===== config.mk =====
export PLATFORM = sky130hd
export DESIGN_NAME = vga_timing_rx
export DESIGN_NICKNAME = d
export VERILOG_FILES = /design/src/rtl/vga_timing_rx_pkg.sv /design/src/rtl/sync_edge_det.sv /design/src/rtl/vga_timing_rx.sv
export SDC_FILE = /design/constraint.sdc
export NUM_CORES = 1
export LEC_CHECK = 0
export BUFFER_PORTS_ARGS = -buffer_cell sky130_fd_sc_hd__buf_2
export CAP_MARGIN = 20
export CORE_AREA = 2 2 82 84
export CTS_BUF_LIST = sky130_fd_sc_hd__clkbuf_8
export DETAILED_ROUTE_END_ITERATION = 8
export DIE_AREA = 0 0 84 86
export PLACE_DENSITY = 0.83
export SETUP_SLACK_MARGIN = 0.02
export SYNTH_ARGS = -nofsm -noshare
export SYNTH_HDL_FRONTEND = slang
export SYNTH_SLANG_ARGS = --single-unit

===== constraint.sdc =====
create_clock -name clk -period 4.4 [get_ports clk]
set_input_delay 0.44 -clock clk [delete_from_list [all_inputs] [get_ports clk]]
set_output_delay 0.44 -clock clk [all_outputs]
set_load 0.005 [all_outputs]

===== src/rtl/vga_timing_rx_pkg.sv =====
// -----------------------------------------------------------------------------
// vga_timing_rx_pkg
// Shared VGA timing constants (640x480 @ 800x521 raster), lock FSM state
// encoding and the saturating counter helper, used by both the timing
// generator and the receiver.
// -----------------------------------------------------------------------------
package vga_timing_rx_pkg;

    // Counter / measurement width and its saturation value
    localparam int unsigned CNT_W = 10;
    localparam logic [CNT_W-1:0] CNT_MAX = '1;

    // Standard 640x480 raster
    localparam int unsigned H_TOTAL = 800;
    localparam int unsigned V_TOTAL = 521;
    localparam int unsigned H_PULSE = 96;
    localparam int unsigned V_PULSE = 2;
    localparam int unsigned H_BP    = 144;
    localparam int unsigned H_FP    = 784;
    localparam int unsigned V_BP    = 31;
    localparam int unsigned V_FP    = 511;

    // Lock FSM states
    typedef enum logic [1:0] {
        ST_SEARCH = 2'd0,
        ST_VERIFY = 2'd1,
        ST_LOCKED = 2'd2
    } lock_state_e;

    // Increment that sticks at CNT_MAX instead of wrapping
    function automatic logic [CNT_W-1:0] sat_inc(input logic [CNT_W-1:0] x);
        return (x == CNT_MAX) ? x : x + CNT_W'(1);
    endfunction

endpackage


===== src/rtl/sync_edge_det.sv =====
// -----------------------------------------------------------------------------
// sync_edge_det
// Two-flop synchronizer for an asynchronous active-low sync pulse, followed
// by a history flop; flags the falling edge of the synchronized level.
//   clk     pixel clock
//   clr     synchronous active-high reset (flops load the idle level 1)
//   din     asynchronous sync input
//   fall_c  combinational falling-edge strobe (history=1, synced=0)
// -----------------------------------------------------------------------------
module sync_edge_det (
    input  logic clk,
    input  logic clr,
    input  logic din,
    output logic fall_c
);

    logic [1:0] sync;
    logic       hist;

    // Synchronizer and history; reset to idle-high so reset never fakes an edge
    always_ff @(posedge clk) begin
        if (clr) begin
            sync <= 2'b11;
            hist <= 1'b1;
        end else begin
            sync <= {sync[0], din};
            hist <= sync[1];
        end
    end

    assign fall_c = hist & ~sync[1];

endmodule


===== src/rtl/vga_timing_rx.sv =====
// -----------------------------------------------------------------------------
// vga_timing_rx
// Recovers pixel/line position from incoming VGA hsync/vsync, measures the
// line length and frame height, and declares lock once the timing has been
// stable for LOCK_FRAMES consecutive frames.
//   clk          pixel clock
//   clr          synchronous active-high reset
//   hsync_in     asynchronous active-low horizontal sync
//   vsync_in     asynchronous active-low vertical sync
//   hc, vc       recovered column / line counters (saturate at 1023)
//   active       registered active-video flag (one cycle after hc/vc)
//   locked       registered, high exactly while the lock FSM is LOCKED
//   line_len     last measured clocks per line
//   frame_lines  last measured lines per frame
// -----------------------------------------------------------------------------
module vga_timing_rx
    import vga_timing_rx_pkg::*;
#(
    parameter int unsigned HBP         = H_BP,
    parameter int unsigned HFP         = H_FP,
    parameter int unsigned VBP         = V_BP,
    parameter int unsigned VFP         = V_FP,
    parameter int unsigned LOCK_FRAMES = 2
) (
    input  logic             clk,
    input  logic             clr,
    input  logic             hsync_in,
    input  logic             vsync_in,
    output logic [CNT_W-1:0] hc,
    output logic [CNT_W-1:0] vc,
    output logic             active,
    output logic             locked,
    output logic [CNT_W-1:0] line_len,
    output logic [CNT_W-1:0] frame_lines
);

    localparam int unsigned FC_W = $clog2(LOCK_FRAMES + 1);
    localparam logic [CNT_W-1:0] HBP_V = CNT_W'(HBP);
    localparam logic [CNT_W-1:0] HFP_V = CNT_W'(HFP);
    localparam logic [CNT_W-1:0] VBP_V = CNT_W'(VBP);
    localparam logic [CNT_W-1:0] VFP_V = CNT_W'(VFP);

    logic hfall_c;
    logic vfall_c;

    lock_state_e      state;
    lock_state_e      state_n;
    logic [FC_W-1:0]  frm_cnt;
    logic [FC_W-1:0]  frm_cnt_n;

    logic [CNT_W-1:0] ref_len;        // first line length of the current frame
    logic             first_pending;  // no line measured yet in this frame
    logic             line_bad;       // a line in this frame differed from ref_len

    logic             hc_sat_c;
    logic [CNT_W-1:0] hc_meas_c;
    logic [CNT_W-1:0] vc_meas_c;
    logic             line_mis_c;
    logic             frame_bad_c;
    logic             win_c;

    sync_edge_det u_hs_det (
        .clk    (clk),
        .clr    (clr),
        .din    (hsync_in),
        .fall_c (hfall_c)
    );

    sync_edge_det u_vs_det (
        .clk    (clk),
        .clr    (clr),
        .din    (vsync_in),
        .fall_c (vfall_c)
    );

    // Measurements taken at sync edges; hc+1 only used when hc is not saturated
    always_comb begin
        hc_sat_c    = (hc == CNT_MAX);
        hc_meas_c   = hc + CNT_W'(1);
        vc_meas_c   = sat_inc(vc);
        line_mis_c  = hfall_c && !hc_sat_c && !first_pending && (hc_meas_c != ref_len);
        frame_bad_c = line_bad || line_mis_c;
        win_c       = (hc >= HBP_V) && (hc < HFP_V) && (vc >= VBP_V) && (vc < VFP_V);
    end

    // Column/line counters and measurement registers
    always_ff @(posedge clk) begin
        if (clr) begin
            hc          <= '0;
            vc          <= '0;
            line_len    <= '0;
            frame_lines <= '0;
        end else begin
            if (hfall_c) begin
                hc <= '0;
                if (!hc_sat_c) begin
                    line_len <= hc_meas_c;
                end
            end else begin
                hc <= sat_inc(hc);
            end

            // vsync wins over a coincident hsync for vc
            if (vfall_c) begin
                vc          <= '0;
                frame_lines <= vc_meas_c;
            end else if (hfall_c) begin
                vc <= sat_inc(vc);
            end
        end
    end

    // Per-frame line-length consistency tracking; a coincident hsync edge
    // closes the old frame before vsync opens the new one
    always_ff @(posedge clk) begin
        if (clr) begin
            ref_len       <= '0;
            first_pending <= 1'b1;
            line_bad      <= 1'b0;
        end else begin
            if (hfall_c && !hc_sat_c && first_pending) begin
                ref_len       <= hc_meas_c;
                first_pending <= 1'b0;
            end else if (line_mis_c) begin
                line_bad <= 1'b1;
            end

            if (vfall_c) begin
                first_pending <= 1'b1;
                line_bad      <= 1'b0;
            end
        end
    end

    // Lock FSM state register
    always_ff @(posedge clk) begin
        if (clr) begin
            state   <= ST_SEARCH;
            frm_cnt <= '0;
            locked  <= 1'b0;
        end else begin
            state   <= state_n;
            frm_cnt <= frm_cnt_n;
            locked  <= (state_n == ST_LOCKED);
        end
    end

    // Lock FSM next state; a saturated hc means sync is lost in every state.
    // The first frame after entering VERIFY has no trusted predecessor, so
    // its height is recorded but not compared.
    always_comb begin
        state_n   = state;
        frm_cnt_n = frm_cnt;

        if (hc_sat_c) begin
            state_n   = ST_SEARCH;
            frm_cnt_n = '0;
        end else begin
            case (state)
                ST_SEARCH: begin
                    if (vfall_c) begin
                        state_n   = ST_VERIFY;
                        frm_cnt_n = '0;
                    end
                end
                ST_VERIFY: begin
                    if (vfall_c) begin
                        if (!frame_bad_c && ((frm_cnt == '0) || (vc_meas_c == frame_lines))) begin
                            if ((32'(frm_cnt) + 32'd1) >= LOCK_FRAMES) begin
                                state_n   = ST_LOCKED;
                                frm_cnt_n = '0;
                            end else begin
                                frm_cnt_n = frm_cnt + FC_W'(1);
                            end
                        end else begin
                            frm_cnt_n = '0;
                        end
                    end
                end
                ST_LOCKED: begin
                    if (line_mis_c || (vfall_c && (vc_meas_c != frame_lines))) begin
                        state_n   = ST_SEARCH;
                        frm_cnt_n = '0;
                    end
                end
                default: begin
                    state_n   = ST_SEARCH;
                    frm_cnt_n = '0;
                end
            endcase
        end
    end

    // Active window, judged on the current hc/vc and lock status
    always_ff @(posedge clk) begin
        if (clr) begin
            active <= 1'b0;
        end else begin
            active <= locked && win_c;
        end
    end

endmodule


==> run metrics <==
Main synth FF type sky130_fd_sc_hd__dfxtp_1; unrepaired setup endpoints after global routing no; post-synthesis sequential area ratio 37.9%; Final min period 3.41 ns; HP Start vsync_in; Critical Path AT 3.65 ns; Setup crit start kind register; path category of the worst min-delay check in2reg; area inside the core boundary 6280 sq um; pin count of the biggest net entering global routing 32; Worst path top cell family by delay simple AND/OR/NAND/NOR gates; Worst Hold Path EP u_vs_det.sync[0]; Final Cycle Share 77.4%; wire length of the first global-routing pass 13.6 mm; setup_tns 0 ns; Min-Delay Path Depth 2; I/O pin count 46; number of enable-type register cells in the synthesized netlist 0; pins over their slew limit 0; clock tree root buffer cell sky130_fd_sc_hd__clkbuf_8; port bufs 45; starting density of the core 53.9%; total overflow reported by the global router 0; power per unit of standard cell area 348 nW/um^2; H-tree level count 3; CTS Hold Buffers Added 0; Reg-to-Reg End locked; die extent in x 84 microns; register bit total from synthesis 64; die area 7220 sq um; TritonCTS clock tree yes; Syn Inst Count 395; status finished clean; global-route total usage across every layer 23.6%; routability-driven placement congestion ratio 0.915; initial antenna violation count 0; path type of the worst setup path reg2reg; Row Count 29; Crit Reg-Reg Startpoint vc[0]; setup slack at placement 1.07 ns; final hold viol count 0; First DRT Iteration DRCs 313; post-route ant nets 0; via count of the first global-routing pass 2,791; buffer count from post-CTS setup fixing 0; least setup slack across all paths after layout 0.995 ns; buffers plus inverters on the worst setup path 0; setup slack of the worst register-to-register path 0.99 ns; buffers from clock root to sink, at most 2; number of warnings reported in the yosys synthesis log 0; count of cell types in the netlist 65; Avg Inst Size Synth 8.57 sq um; Die Height 86 microns; Crit Path Max Fanout 14; number of failing setup endpoints in the final timing report 0; leakage power 1.49 nW; Remaining DRCs 0; critical-path cell with the highest stage delay sky130_fd_sc_hd__or4_4; Worst-Skew Late Latency 0.35 ns; peak per-stage delay on the critical path 0.58 ns; layout net count 434; CP required 4.64 ns; number of maximum-capacitance violations 0; vias after detailed routing 3,126; net count after synthesis 404; clock transition at the register clock pins on the worst setup and hold paths after CTS 0.09 ns; antenna diode count 0; mean number of vias per cell 6.17; growth of design area from synthesis to finish 13.6%; Post-Syn Area 3380 sq um; kind of capture point of the worst setup path register; number of CTS-inserted buffers 9; achievable clock frequency 294 MHz; Slew headroom 46.6%; ordered list of cells on the worst path ha_1, nand4_2, nor3_4, o211ai_1, or4_4, nor4_4, o211ai_2, a221oi_1; share of async-settable or async-resettable flops after synthesis 0%; Resized Gates After CTS 0; number of cell instances on the worst register-to-register path 8; share of layout cells above drive strength 1 18.8%; average wire per standard cell 16.7 microns; peak supply drop 241 uV; HPWL after detailed placement 5.83 mm; worst clock skew on the final layout 0.0158 ns; transition at the pin with the smallest max-transition slack 0.799 ns; clock sink total 64; total wire length 8.45 mm; number of detailed-route iterations in the first pass 5
how the worst max path moves through the flow:
stage | startpoint | endpoint | slack [ns] | depth (start not counted)
CTS | vc[0] | locked | 1.04 | 8
global placement | vc[0] | state[1] | 1.24 | 8
finish | vc[0] | locked | 0.99 | 8
global route | vc[0] | locked | 0.77 | 8
detailed placement | vc[0] | locked | 1.07 | 8
floorplan | vc[1] | locked | 1.77 | 8
kinds of logic (layout without fill, tap and decap cells):
kind of cell	count (synthesis)	in the layout	synth area share, %
AND/OR/NAND/NOR	145	145	23.4
AO/OA/AOI/OAI	108	108	23.3
flip-flops	64	64	37.9
buffers and inverters	46	81	5.62
XOR/XNOR	23	23	6.77
adder cells (fa/ha/maj)	5	5	1.85
multiplexers	4	4	1.22
placed cells by master (no fill, tap or decap), types with 4 or more instances in the layout:
master / synthesis / layout
sky130_fd_sc_hd__a211oi_1: 21 / 21
sky130_fd_sc_hd__a21oi_1: 24 / 24
sky130_fd_sc_hd__a221oi_1: 5 / 5
sky130_fd_sc_hd__a31oi_1: 4 / 4
sky130_fd_sc_hd__and2_1: 4 / 4
sky130_fd_sc_hd__buf_2: 8 / 45
sky130_fd_sc_hd__clkbuf_8: 0 / 9
sky130_fd_sc_hd__dfxtp_1: 64 / 64
sky130_fd_sc_hd__ha_1: 5 / 5
sky130_fd_sc_hd__inv_1: 19 / 19
sky130_fd_sc_hd__nand2_1: 22 / 22
sky130_fd_sc_hd__nand2b_1: 9 / 9
sky130_fd_sc_hd__nand3_1: 14 / 14
sky130_fd_sc_hd__nand4_1: 9 / 9
sky130_fd_sc_hd__nor2_1: 45 / 45
sky130_fd_sc_hd__nor2b_1: 5 / 5
sky130_fd_sc_hd__nor4_1: 7 / 7
sky130_fd_sc_hd__o21ai_0: 13 / 13
sky130_fd_sc_hd__or2_2: 5 / 5
sky130_fd_sc_hd__or3_1: 4 / 4
sky130_fd_sc_hd__xnor2_1: 15 / 15
sky130_fd_sc_hd__xor2_1: 6 / 6
final cells by class:
type                            instances  area, sq um
Fill cell                             539         2430
Sequential cell                        64         1280
Timing Repair Buffer                   46          233
Multi-Input combinational cell        285         1910
Inverter                               19         71.3
Clock inverter                          7          128
Clock buffer                            9          124
Tap cell                               77         96.3
metrics by stage:
stage | hold slack, ns | power [mW] | area [sq um] | instances | utilization [%]
floorplan | 0.389 | 0.683 | 3380 | 395 | -
global placement | 0.390 | 0.704 | 3590 | 491 | 57.2
detailed placement | 0.400 | 0.707 | 3590 | 491 | 57.2
CTS | 0.269 | 1.34 | 3840 | 507 | 61.3
global route | 0.276 | 1.38 | 3840 | 507 | 61.3
finish | 0.283 | 1.34 | 3840 | 507 | 61.3
routing by layer:
layer	up-vias	GRT usage (%)	part of all wire, %
met3	17	4.91	6.2
li1	1503	-	-
met2	129	35.3	44
met5	-	0	0
met4	0	8.80	2.0
met1	1477	33.7	47
cell usage after synthesis (3+ instances only):
cell	instances	area share, %
sky130_fd_sc_hd__ha_1	5	1.8
sky130_fd_sc_hd__nand4_1	9	1.7
sky130_fd_sc_hd__a221oi_1	5	1.3
sky130_fd_sc_hd__o22ai_1	3	0.55
sky130_fd_sc_hd__nor4_1	7	1.3
sky130_fd_sc_hd__o32ai_1	3	0.78
sky130_fd_sc_hd__or2_2	5	0.92
sky130_fd_sc_hd__xor2_1	6	1.6
sky130_fd_sc_hd__and3_1	3	0.55
sky130_fd_sc_hd__nor3_1	3	0.44
sky130_fd_sc_hd__a22o_1	3	0.78
sky130_fd_sc_hd__nand2_1	22	2.4
sky130_fd_sc_hd__o21ai_0	13	1.9
sky130_fd_sc_hd__buf_2	8	1.2
sky130_fd_sc_hd__dfxtp_1	64	38
sky130_fd_sc_hd__inv_1	19	2.1
sky130_fd_sc_hd__o31ai_1	3	0.67
sky130_fd_sc_hd__nand2b_1	9	1.7
sky130_fd_sc_hd__nor2_1	45	5.0
sky130_fd_sc_hd__and4_1	3	0.78
sky130_fd_sc_hd__buf_1	3	0.33
sky130_fd_sc_hd__clkbuf_1	14	1.6
sky130_fd_sc_hd__nor2b_1	5	0.92
sky130_fd_sc_hd__a31oi_1	4	0.74
sky130_fd_sc_hd__nand3_1	14	2.1
sky130_fd_sc_hd__and2_1	4	0.74
sky130_fd_sc_hd__mux2i_1	3	0.89
sky130_fd_sc_hd__xnor2_1	15	3.9
sky130_fd_sc_hd__or3_1	4	0.74
sky130_fd_sc_hd__a211oi_1	21	4.7
sky130_fd_sc_hd__a21oi_1	24	3.6
worst register-to-register path, cell delays in order (launching register included):
cell and delay, ns:
sky130_fd_sc_hd__dfxtp_1 0.54, sky130_fd_sc_hd__ha_1 0.54, sky130_fd_sc_hd__nand4_2 0.31, sky130_fd_sc_hd__nor3_4 0.37
sky130_fd_sc_hd__o211ai_1 0.15, sky130_fd_sc_hd__or4_4 0.58, sky130_fd_sc_hd__nor4_4 0.38, sky130_fd_sc_hd__o211ai_2 0.14
sky130_fd_sc_hd__a221oi_1 0.28
sequential cells by signal, summed over array words and instances (netlist names):
signal and cells:
u_vs_det.hist 1, state 2, locked 1, vc 10
frm_cnt 2, line_bad 1, active 1, u_hs_det.sync 2
u_vs_det.sync 2, ref_len 10, frame_lines 10, line_len 10
hc 10, first_pending 1, u_hs_det.hist 1
power breakdown:
part           switching, mW  internal (mW)  leakage [nW]  total (mW)
clock network          0.258          0.384         0.126       0.642
logic                 0.0526         0.0348         0.849      0.0874
registers             0.0137          0.594         0.520       0.608
Power figures use the tool's default switching activity.
